**src/rtl/frog_pkg.sv**
```systemverilog
// Shared definitions for the frog game lanes: spawn FSM states and the LFSR word width.
package frog_pkg;

    localparam int RND_W = 10;

    typedef enum logic [1:0] {
        IDLE = 2'd0,
        CAR  = 2'd1,
        GAP  = 2'd2
    } lane_state_t;

endpackage

```
**src/rtl/lane_spawner_tick_div.sv**
```systemverilog
// Lane step divider: pulses step on every TICK_DIV-th enabled cycle.
module tick_div #(
    parameter int TICK_DIV = 4
) (
    input  logic clk,
    input  logic reset,
    input  logic res,
    input  logic enable,
    output logic step
);

    localparam int CW = $clog2(TICK_DIV);
    localparam logic [CW-1:0] LAST = CW'(TICK_DIV - 1);

    logic [CW-1:0] count;

    assign step = enable && (count == LAST);

    // NOTE: sequential state uses non-blocking assignments so every flop samples pre-edge values.
    always_ff @(posedge clk) begin
        if (reset || res) begin
            count <= '0;
        end else if (enable) begin
            count <= step ? '0 : count + 1'b1;
        end
    end

endmodule

```
**src/rtl/lane_spawner.sv**
```systemverilog
// One traffic lane: spawns two-cell cars with a forced gap, shifts them along, and flags frog hits.
module lane_spawner
    import frog_pkg::*;
#(
    parameter int               WIDTH    = 16,
    parameter int               TICK_DIV = 4,
    parameter logic [RND_W-1:0] THRESH   = 10'd256,
    parameter int               MIN_GAP  = 2
) (
    input  logic             clk,
    input  logic             reset,
    input  logic             res,
    input  logic             enable,
    input  logic [RND_W-1:0] rnd,
    input  logic [4:0]       frog_col,
    input  logic             frog_in_lane,
    output logic [WIDTH-1:0] lane,
    output logic             moved,
    output logic             hit
);

    localparam int GW = $clog2(MIN_GAP + 1);

    logic          step;
    lane_state_t   state, state_next;
    logic [GW-1:0] gap_cnt, gap_next;
    logic          spawn_bit;
    logic          cell_hit;

    tick_div #(
        .TICK_DIV(TICK_DIV)
    ) u_tick_div (
        .clk   (clk),
        .reset (reset),
        .res   (res),
        .enable(enable),
        .step  (step)
    );

    // NOTE: every always_comb output gets a default first, so no path can infer a latch.
    always_comb begin
        spawn_bit  = 1'b0;
        state_next = state;
        gap_next   = gap_cnt;
        case (state)
            IDLE: begin
                if (rnd < THRESH) begin
                    spawn_bit  = 1'b1;
                    state_next = CAR;
                end
            end
            CAR: begin
                spawn_bit  = 1'b1;
                gap_next   = GW'(MIN_GAP);
                state_next = GAP;
            end
            GAP: begin
                if (gap_cnt == GW'(1)) begin
                    state_next = IDLE;
                end else begin
                    gap_next = gap_cnt - 1'b1;
                end
            end
            default: state_next = IDLE;
        endcase
    end

    // Columns beyond the lane never match, which also covers frog_col >= WIDTH.
    always_comb begin
        cell_hit = 1'b0;
        for (int i = 0; i < WIDTH; i++) begin
            if (32'(frog_col) == i) begin
                cell_hit = lane[i];
            end
        end
    end

    always_ff @(posedge clk) begin
        if (reset || res) begin
            state   <= IDLE;
            gap_cnt <= '0;
            lane    <= '0;
            moved   <= 1'b0;
            hit     <= 1'b0;
        end else begin
            moved <= step;
            hit   <= frog_in_lane & cell_hit;
            if (step) begin
                state   <= state_next;
                gap_cnt <= gap_next;
                lane    <= {lane[WIDTH-2:0], spawn_bit};
            end
        end
    end

endmodule
```
**config.mk**
```make
export PLATFORM = sky130hd
export DESIGN_NAME = lane_spawner
export DESIGN_NICKNAME = d
export VERILOG_FILES = /design/src/rtl/frog_pkg.sv /design/src/rtl/lane_spawner_tick_div.sv /design/src/rtl/lane_spawner.sv
export SDC_FILE = /design/constraint.sdc
export NUM_CORES = 1
export LEC_CHECK = 0
export ABC_CLOCK_PERIOD_IN_PS = 2200
export CORE_MARGIN = 3
export CORE_UTILIZATION = 40
export CTS_CLUSTER_DIAMETER = 30
export DETAILED_ROUTE_END_ITERATION = 10
export MAX_ROUTING_LAYER = met4
export PLACE_DENSITY = 0.72
export SLEW_MARGIN = 20
export SYNTH_ARGS = -nofsm -noshare
export SYNTH_HDL_FRONTEND = slang
export SYNTH_SLANG_ARGS = --single-unit
```
**constraint.sdc**
```tcl
create_clock -name clk -period 2.2 [get_ports clk]
set_clock_uncertainty 0.2 [all_clocks]
set_input_delay 0.66 -clock clk [delete_from_list [all_inputs] [get_ports clk]]
set_output_delay 0.66 -clock clk [all_outputs]
set_load 0.01 [all_outputs]
```
==> results.md, run 1 <==
- Status: finished clean
- Post-synth top area share: 43.00%
- Max-slew headroom: about three quarters
- Root Driver: clkbuf_4
- DRC viols: 0
- Syn_nets: ~160
- Largest net degree at the start of global routing: 23
- MaxCap Viol Count: 0
- Gpl congestion: about 0.9
- Asr flop ratio synth: 0%
- LEAKAGE: 0.5298 nW
- Clock power frac: a little under two fifths
- Synthesized area per cell: 7.868 sq um
- Longest Clk Path Bufs: 2
- Area delta synth->final: 38.19%
- Clk slew on worst S/H paths: 0.13 ns
- CP startpoint kind: register
- Worst slack, placed: -0.3467 ns
- WP depth: 1
- Final setup margin: between 0.05 and 0.06 ns
- GRT Total Usage: between 10% and 20%
- Post-synth EDFFs: 0
- Antenna violations before repair: 0
- Tot Pwr: approximately 0.82 mW
- WP buf/inv: 1
- Pins Over Slew Limit: 0
- Fin crit share: a little over nine tenths
- Starting Density: between 40% and 50%
- Int Pwr: between 0.6 and 0.7 mW
- CP peak stage delay: about 0.56 ns
- Hold WS: 0.2856 ns
- Logic pwr share: under 10%
- Post-detail-place hpwl: 2075 um
- Crit-path max FO: 4
- Die H: 58.85 um
- I/O Pins: 38
- Synthesized flop and latch total: 24
- Antenna Cells: 0
- Worst VDD drop: 486.3 uV
- Die W: a little under 60 um
- RSZ-0062 raised after global routing: no
- Via/cell ratio: between 5 and 6
- Clock Latency Late Sink: around 0.31 ns
- Setup Fix Bufs, Post-CTS: 0
- Sw power: 0.1594 mW
- Post-synthesis cell count: between 100 and 150
- Minimum clock period: around 2.1 ns
- Post-synth top cells: nand2_1, dfxtp_1, a21oi_1
- Critical path cell sequence: clkdlybuf4s50_1
- Row cnt: 18
- H-Tree Depth: 1
- Tightest Hold Check Type: reg2reg
- Global-route wire length before repair: around 4500 um
- Die area: between 0.003 and 0.004 sq mm
- WS Path Type: reg2out
- Worst EP required: approximately 1.3 ns
- M3 GR Usage: about 2.6%
- Vias: 1,133
- Seq/Total Area, Yosys: between 40% and 50%
- Switching Fraction: 19.49%
- Delay-heaviest family, CP: buffers and inverters
- Slowest-stage cell, CP: clkdlybuf4s50_1
- Largest area contributor in the netlist: dfxtp_1
- Port-buffer cells: 29
- Arr. time, crit path: about 1.3 ns
- Reg power frac: between 50% and 60%
- GRT met2 Usage: a little over a quarter
- Post-CTS Hold Buffers: 0
- Final setup fails: 0
- Cell Area, Synth: around 0.0011 sq mm
- Final Hold Fails: 0
- Share of layout cells above drive strength 1: between 10% and 20%
- WL final: about 2700 um
- Placed cell areas: 0.001480 sq mm
- Setup_tns: 0 ns
- Count leader, synth: nand2_1
- DRT Pass-1 Iters: 4
- Largest cells by area after synthesis: dfxtp_1, nand2_1, a21oi_1
- CTS tree: built
- Yosys warning total: 0
- Distinct cells, synth: 33
- Worst r2r path cells: 5
- Worst-Margin Slew: about 0.36 ns
- TritonCTS buffer count: 3
- DR iter-0 viols: 28
- M1 GR Usage: a little over a fifth
- Design area: 0.001544 sq mm
- Nets: between 150 and 200
- Max Freq: between 0.4 and 0.5 GHz
- # clock sinks: 24
- Most Crowded Layer GR: met2
- Power per standard cell area: 529.7 mW/mm^2
- Routed len/inst: 13.35 um
- Gr ovfl total: 0
- Top FF cell, synth: dfxtp_1
- Vias in the first global route: 1,071
- Antenna-violating nets left: 0
- Core ar.: 0.002567 sq mm
- Hold Crit Depth: 2
- CP endpoint kind: output port
==> state kept, by name (all words and copies together), names as in the netlist <==
signal            cells
lane                 16
hit                   1
u_tick_div.count      2
gap_cnt               2
moved                 1
state                 2
==> power groups by stage <==
stage / logic [mW] / registers, mW / clock network (mW)
after floorplan: 0.0303 / 0.447 / 0
after global placement: 0.0654 / 0.447 / 0
after detailed placement: 0.0680 / 0.447 / 0
after CTS: 0.0687 / 0.437 / 0.323
after global routing: 0.0741 / 0.438 / 0.342
final: 0.0687 / 0.437 / 0.312
==> what timing repair did <==
action,4_1_cts,5_1_grt
endpoints found under the setup margin,1,7
resized for setup,1,7
pin swaps,0,1
==> path summary, 6_finish.rpt <==
path / slack, ns / startpoint / end
worst max register to register: 0.60 / lane[6] / hit
worst min-delay path: 0.29 / lane[11] / lane[11]
worst min register to register: 0.29 / lane[11] / lane[11]
worst max-delay path: 0.05 / lane[8] / lane[8]
==> cell type report <==
| type | instances | area (sq um) |
|---|---|---|
| timing repair buffer | 38 | 372.9 |
| sequential | 24 | 488.0 |
| clock inverter | 1 | 30.03 |
| inverter | 2 | 7.507 |
| fill | 252 | 1023 |
| clock buffer | 3 | 22.52 |
| multi-input combinational | 107 | 585.6 |
| tap | 30 | 37.54 |
==> layer usage <==
layer / share of wire (%) / vias to the layer above
met5: 0 / -
met1: 45 / 538
li1: - / 559
met3: 5.9 / 2
met2: 48 / 34
met4: 0.69 / 0
==> per-stage QoR <==
stage                     utilization, %  std cells
after floorplan                        -        142
after global placement             57.65        201
after detailed placement           57.65        201
after CTS                          59.75        205
after global routing               60.14        205
final                              60.14        205
==> cells by family (layout without fill, tap and decap cells) <==
group | count (synthesis) | after routing | share of synthesized area, %
adder cells (fa/ha/maj) | 2 | 2 | 2.239
AO/OA/AOI/OAI | 36 | 36 | 19.48
XOR/XNOR | 1 | 1 | 0.7840
flip-flops | 24 | 24 | 43.00
buffers and inverters | 11 | 44 | 4.703
multiplexers | 3 | 3 | 3.807
AND/OR/NAND/NOR | 65 | 65 | 25.98
==> layout by cell type (no fill, tap or decap), types with 2 or more instances in the layout <==
cell type         n
inv_1             2
nand3_1           3
nor3_1            5
a21oi_1          20
and2_1            2
nor2_1           13
dfxtp_2           6
nand2b_1          2
buf_4             8
nand2_1          33
a32o_1            2
o21ai_0           4
mux2i_1           2
ha_1              2
a211oi_1          2
clkbuf_4          3
a22oi_1           2
clkdlybuf4s50_1  28
dfxtp_1          18
(Power assumes the default switching activity.)
==> run 2: changes to the inputs <==
--- a/config.mk
+++ b/config.mk
@@ -6,6 +6,7 @@
 export NUM_CORES = 1
 export LEC_CHECK = 0
 export ABC_CLOCK_PERIOD_IN_PS = 2200
+export CAP_MARGIN = 20
 export CORE_MARGIN = 3
 export CORE_UTILIZATION = 40
 export CTS_CLUSTER_DIAMETER = 30
==> results of run 2 <==
Same layout as run 1: the final DEF is identical, and so are final timing and power.
==> run 3: changes to the inputs <==
--- a/config.mk
+++ b/config.mk
@@ -5,14 +5,14 @@
 export SDC_FILE = /design/constraint.sdc
 export NUM_CORES = 1
 export LEC_CHECK = 0
-export ABC_CLOCK_PERIOD_IN_PS = 2200
+export ABC_CLOCK_PERIOD_IN_PS = 1930
 export CAP_MARGIN = 20
 export CORE_MARGIN = 3
 export CORE_UTILIZATION = 40
 export CTS_CLUSTER_DIAMETER = 30
 export DETAILED_ROUTE_END_ITERATION = 10
 export MAX_ROUTING_LAYER = met4
-export PLACE_DENSITY = 0.72
+export PLACE_DENSITY_LB_ADDON = 0.1
 export SLEW_MARGIN = 20
 export SYNTH_ARGS = -nofsm -noshare
 export SYNTH_HDL_FRONTEND = slang
==> constraint.sdc (replaced) <==
create_clock -name clk -period 1.93 [get_ports clk]
set_clock_uncertainty 0.2 [all_clocks]
set_input_delay 0.579 -clock clk [delete_from_list [all_inputs] [get_ports clk]]
set_output_delay 0.579 -clock clk [all_outputs]
set_load 0.02 [all_outputs]
==> results.md, run 3 (synthesis results as in run 1) <==
- Status: finished clean
- LEAKAGE: slightly above 0.6 nW
- DRT Pass-1 Iters: 4
- CTS tree: built
- Global-route wire length before repair: approximately 4400 um
- H-Tree Depth: 1
- Clk slew on worst S/H paths: 0.14 ns
- Post-detail-place hpwl: 1953 um
- Max Freq: approximately 0.54 GHz
- Max-slew headroom: about four fifths
- Die area: around 0.0035 sq mm
- Cells after DPL: approximately 200
- MaxCap Viol Count: 0
- CP peak stage delay: approximately 0.42 ns
- Worst Setup SP: lane[15]
- Gr ovfl total: 0
- Tot Pwr: around 0.94 mW
- Minimum clock period: between 1.5 and 2 ns
- Final Hold Fails: 0
- Routed len/inst: 12.67 um
- Antenna Cells: 0
- DR iter-0 viols: 60
- WS Path Type: reg2out
- Filler cell count in the final layout: 236
- Tightest Hold Check Type: reg2reg
- Root Driver: clkbuf_4
- Vias in the first global route: approximately 950
- # clock sinks: 24
- Register area: ~480 sq um
- DRC viols: 0
- Worst-Margin Slew: ~0.3 ns
- WP buf/inv: 1
- Largest register by flop count: lane
- Largest net degree at the start of global routing: 23
- Power per standard cell area: slightly above 600 mW/mm^2
- Most frequent cells in the layout: nand2_1, dfxtp_1, a21oi_1
- Core ar.: approximately 0.0026 sq mm
- TritonCTS buffer count: 3
- Arr. time, crit path: about 1.1 ns
- Antenna violations before repair: 0
- RSZ-0062 raised after global routing: no
- Pins Over Slew Limit: 0
- Reg-to-reg critical path startpoint: lane[7]
- Die W: 58.85 um
- Post-route insts no fill: between 200 and 250
- Share of layout cells above drive strength 1: between 10% and 20%
- Fin crit share: 96.60%
- GRT Total Usage: 16.43%
- Port-buffer cells: 29
- Final setup margin: ~0.066 ns
- Die H: between 50 and 60 um
- Antenna-violating nets left: 0
- Area delta synth->final: 37.85%
- CP startpoint kind: register
- Longest Clk Path Bufs: 2
- Hold WS: slightly below 0.3 ns
- Hold path start: lane[14]
- Starting Density: a little over two fifths
- Row cnt: 18
- Max FFs per register: 16
- Setup Fix Bufs, Post-CTS: 0
- Worst EP required: around 1.2 ns
- Final setup fails: 0
- I/O Pins: 38
- Delay-heaviest family, CP: flip-flops
- Worst slack, placed: -0.5544 ns
- Crit-path max FO: 4
- Nets: about 200
- Gpl congestion: roughly 0.83
- Setup_tns: 0 ns
- Multi-input gate area: 590.6 sq um
- CP endpoint kind: output port
- Worst VDD drop: ~530 uV
- Slowest-stage cell, CP: dfxtp_1
- Critical path cell sequence: dlygate4sd2_1
- Via/cell ratio: ~5.4
- Most common cell after layout, fill and taps aside: nand2_1
- Vias: 1,108
- Clock Latency Late Sink: 0.32 ns
- WL final: roughly 2600 um
==> run 3: worst paths after layout <==
path         cells after the start  endpoint  slack, ns
max                              1  lane[15]       0.07
min reg2reg                      2  lane[15]       0.30
max reg2reg                      5       hit       0.32
min                              2  lane[15]       0.30
==> run 3: stage by stage <==
step / util (%) / instance area (sq um)
after CTS: 59.50 / 1528
after global routing: 59.99 / 1540
final: 59.99 / 1540
after floorplan: - / 1117
after global placement: 58.43 / 1500
after detailed placement: 58.43 / 1500
==> run 3: timing repair <==
| action | in CTS | in global routing |
|---|---|---|
| resized for setup | 20 | 6 |
| pin swaps | 1 | 0 |
| hold buffers | 0 | 0 |
| setup endpoints to repair | 19 | 4 |
==> run 3: final cells by class <==
class | instances | share of cell area [%]
multi-input cells | 107 | 38.34
flip-flops and latches | 24 | 31.19
repair buffers | 39 | 24.13
well taps | 30 | 2.437
clock inverters | 1 | 1.950
clock buffers | 3 | 1.462
inverters | 2 | 0.4874
==> run 3: power breakdown <==
group	internal [mW]	total (mW)	switching [mW]
combinational	0.0440	0.0780	0.0339
sequential	0.497	0.498	0.00113
clock	0.210	0.367	0.157
==> run 3: tightest hold or removal path: cells and delay by family, from the launching register on <==
kind               cells  cell delay [ns]
and+or+nand+nor        1             0.06
AOI/OAI and AO/OA      1             0.05
DFF                    1             0.36
==> run 3: layer usage <==
| layer | wire length [um] | up-vias | track usage [%] | part of all wire [%] |
|---|---|---|---|---|
| met1 | 1167 | 508 | 21.51 | 45 |
| met5 | 0 | - | - | 0 |
| li1 | - | 560 | - | - |
| met4 | 9 | 0 | 2.913 | 0.34 |
| met3 | 203 | 2 | 4.167 | 7.8 |
| met2 | 1228 | 38 | 25.87 | 47 |
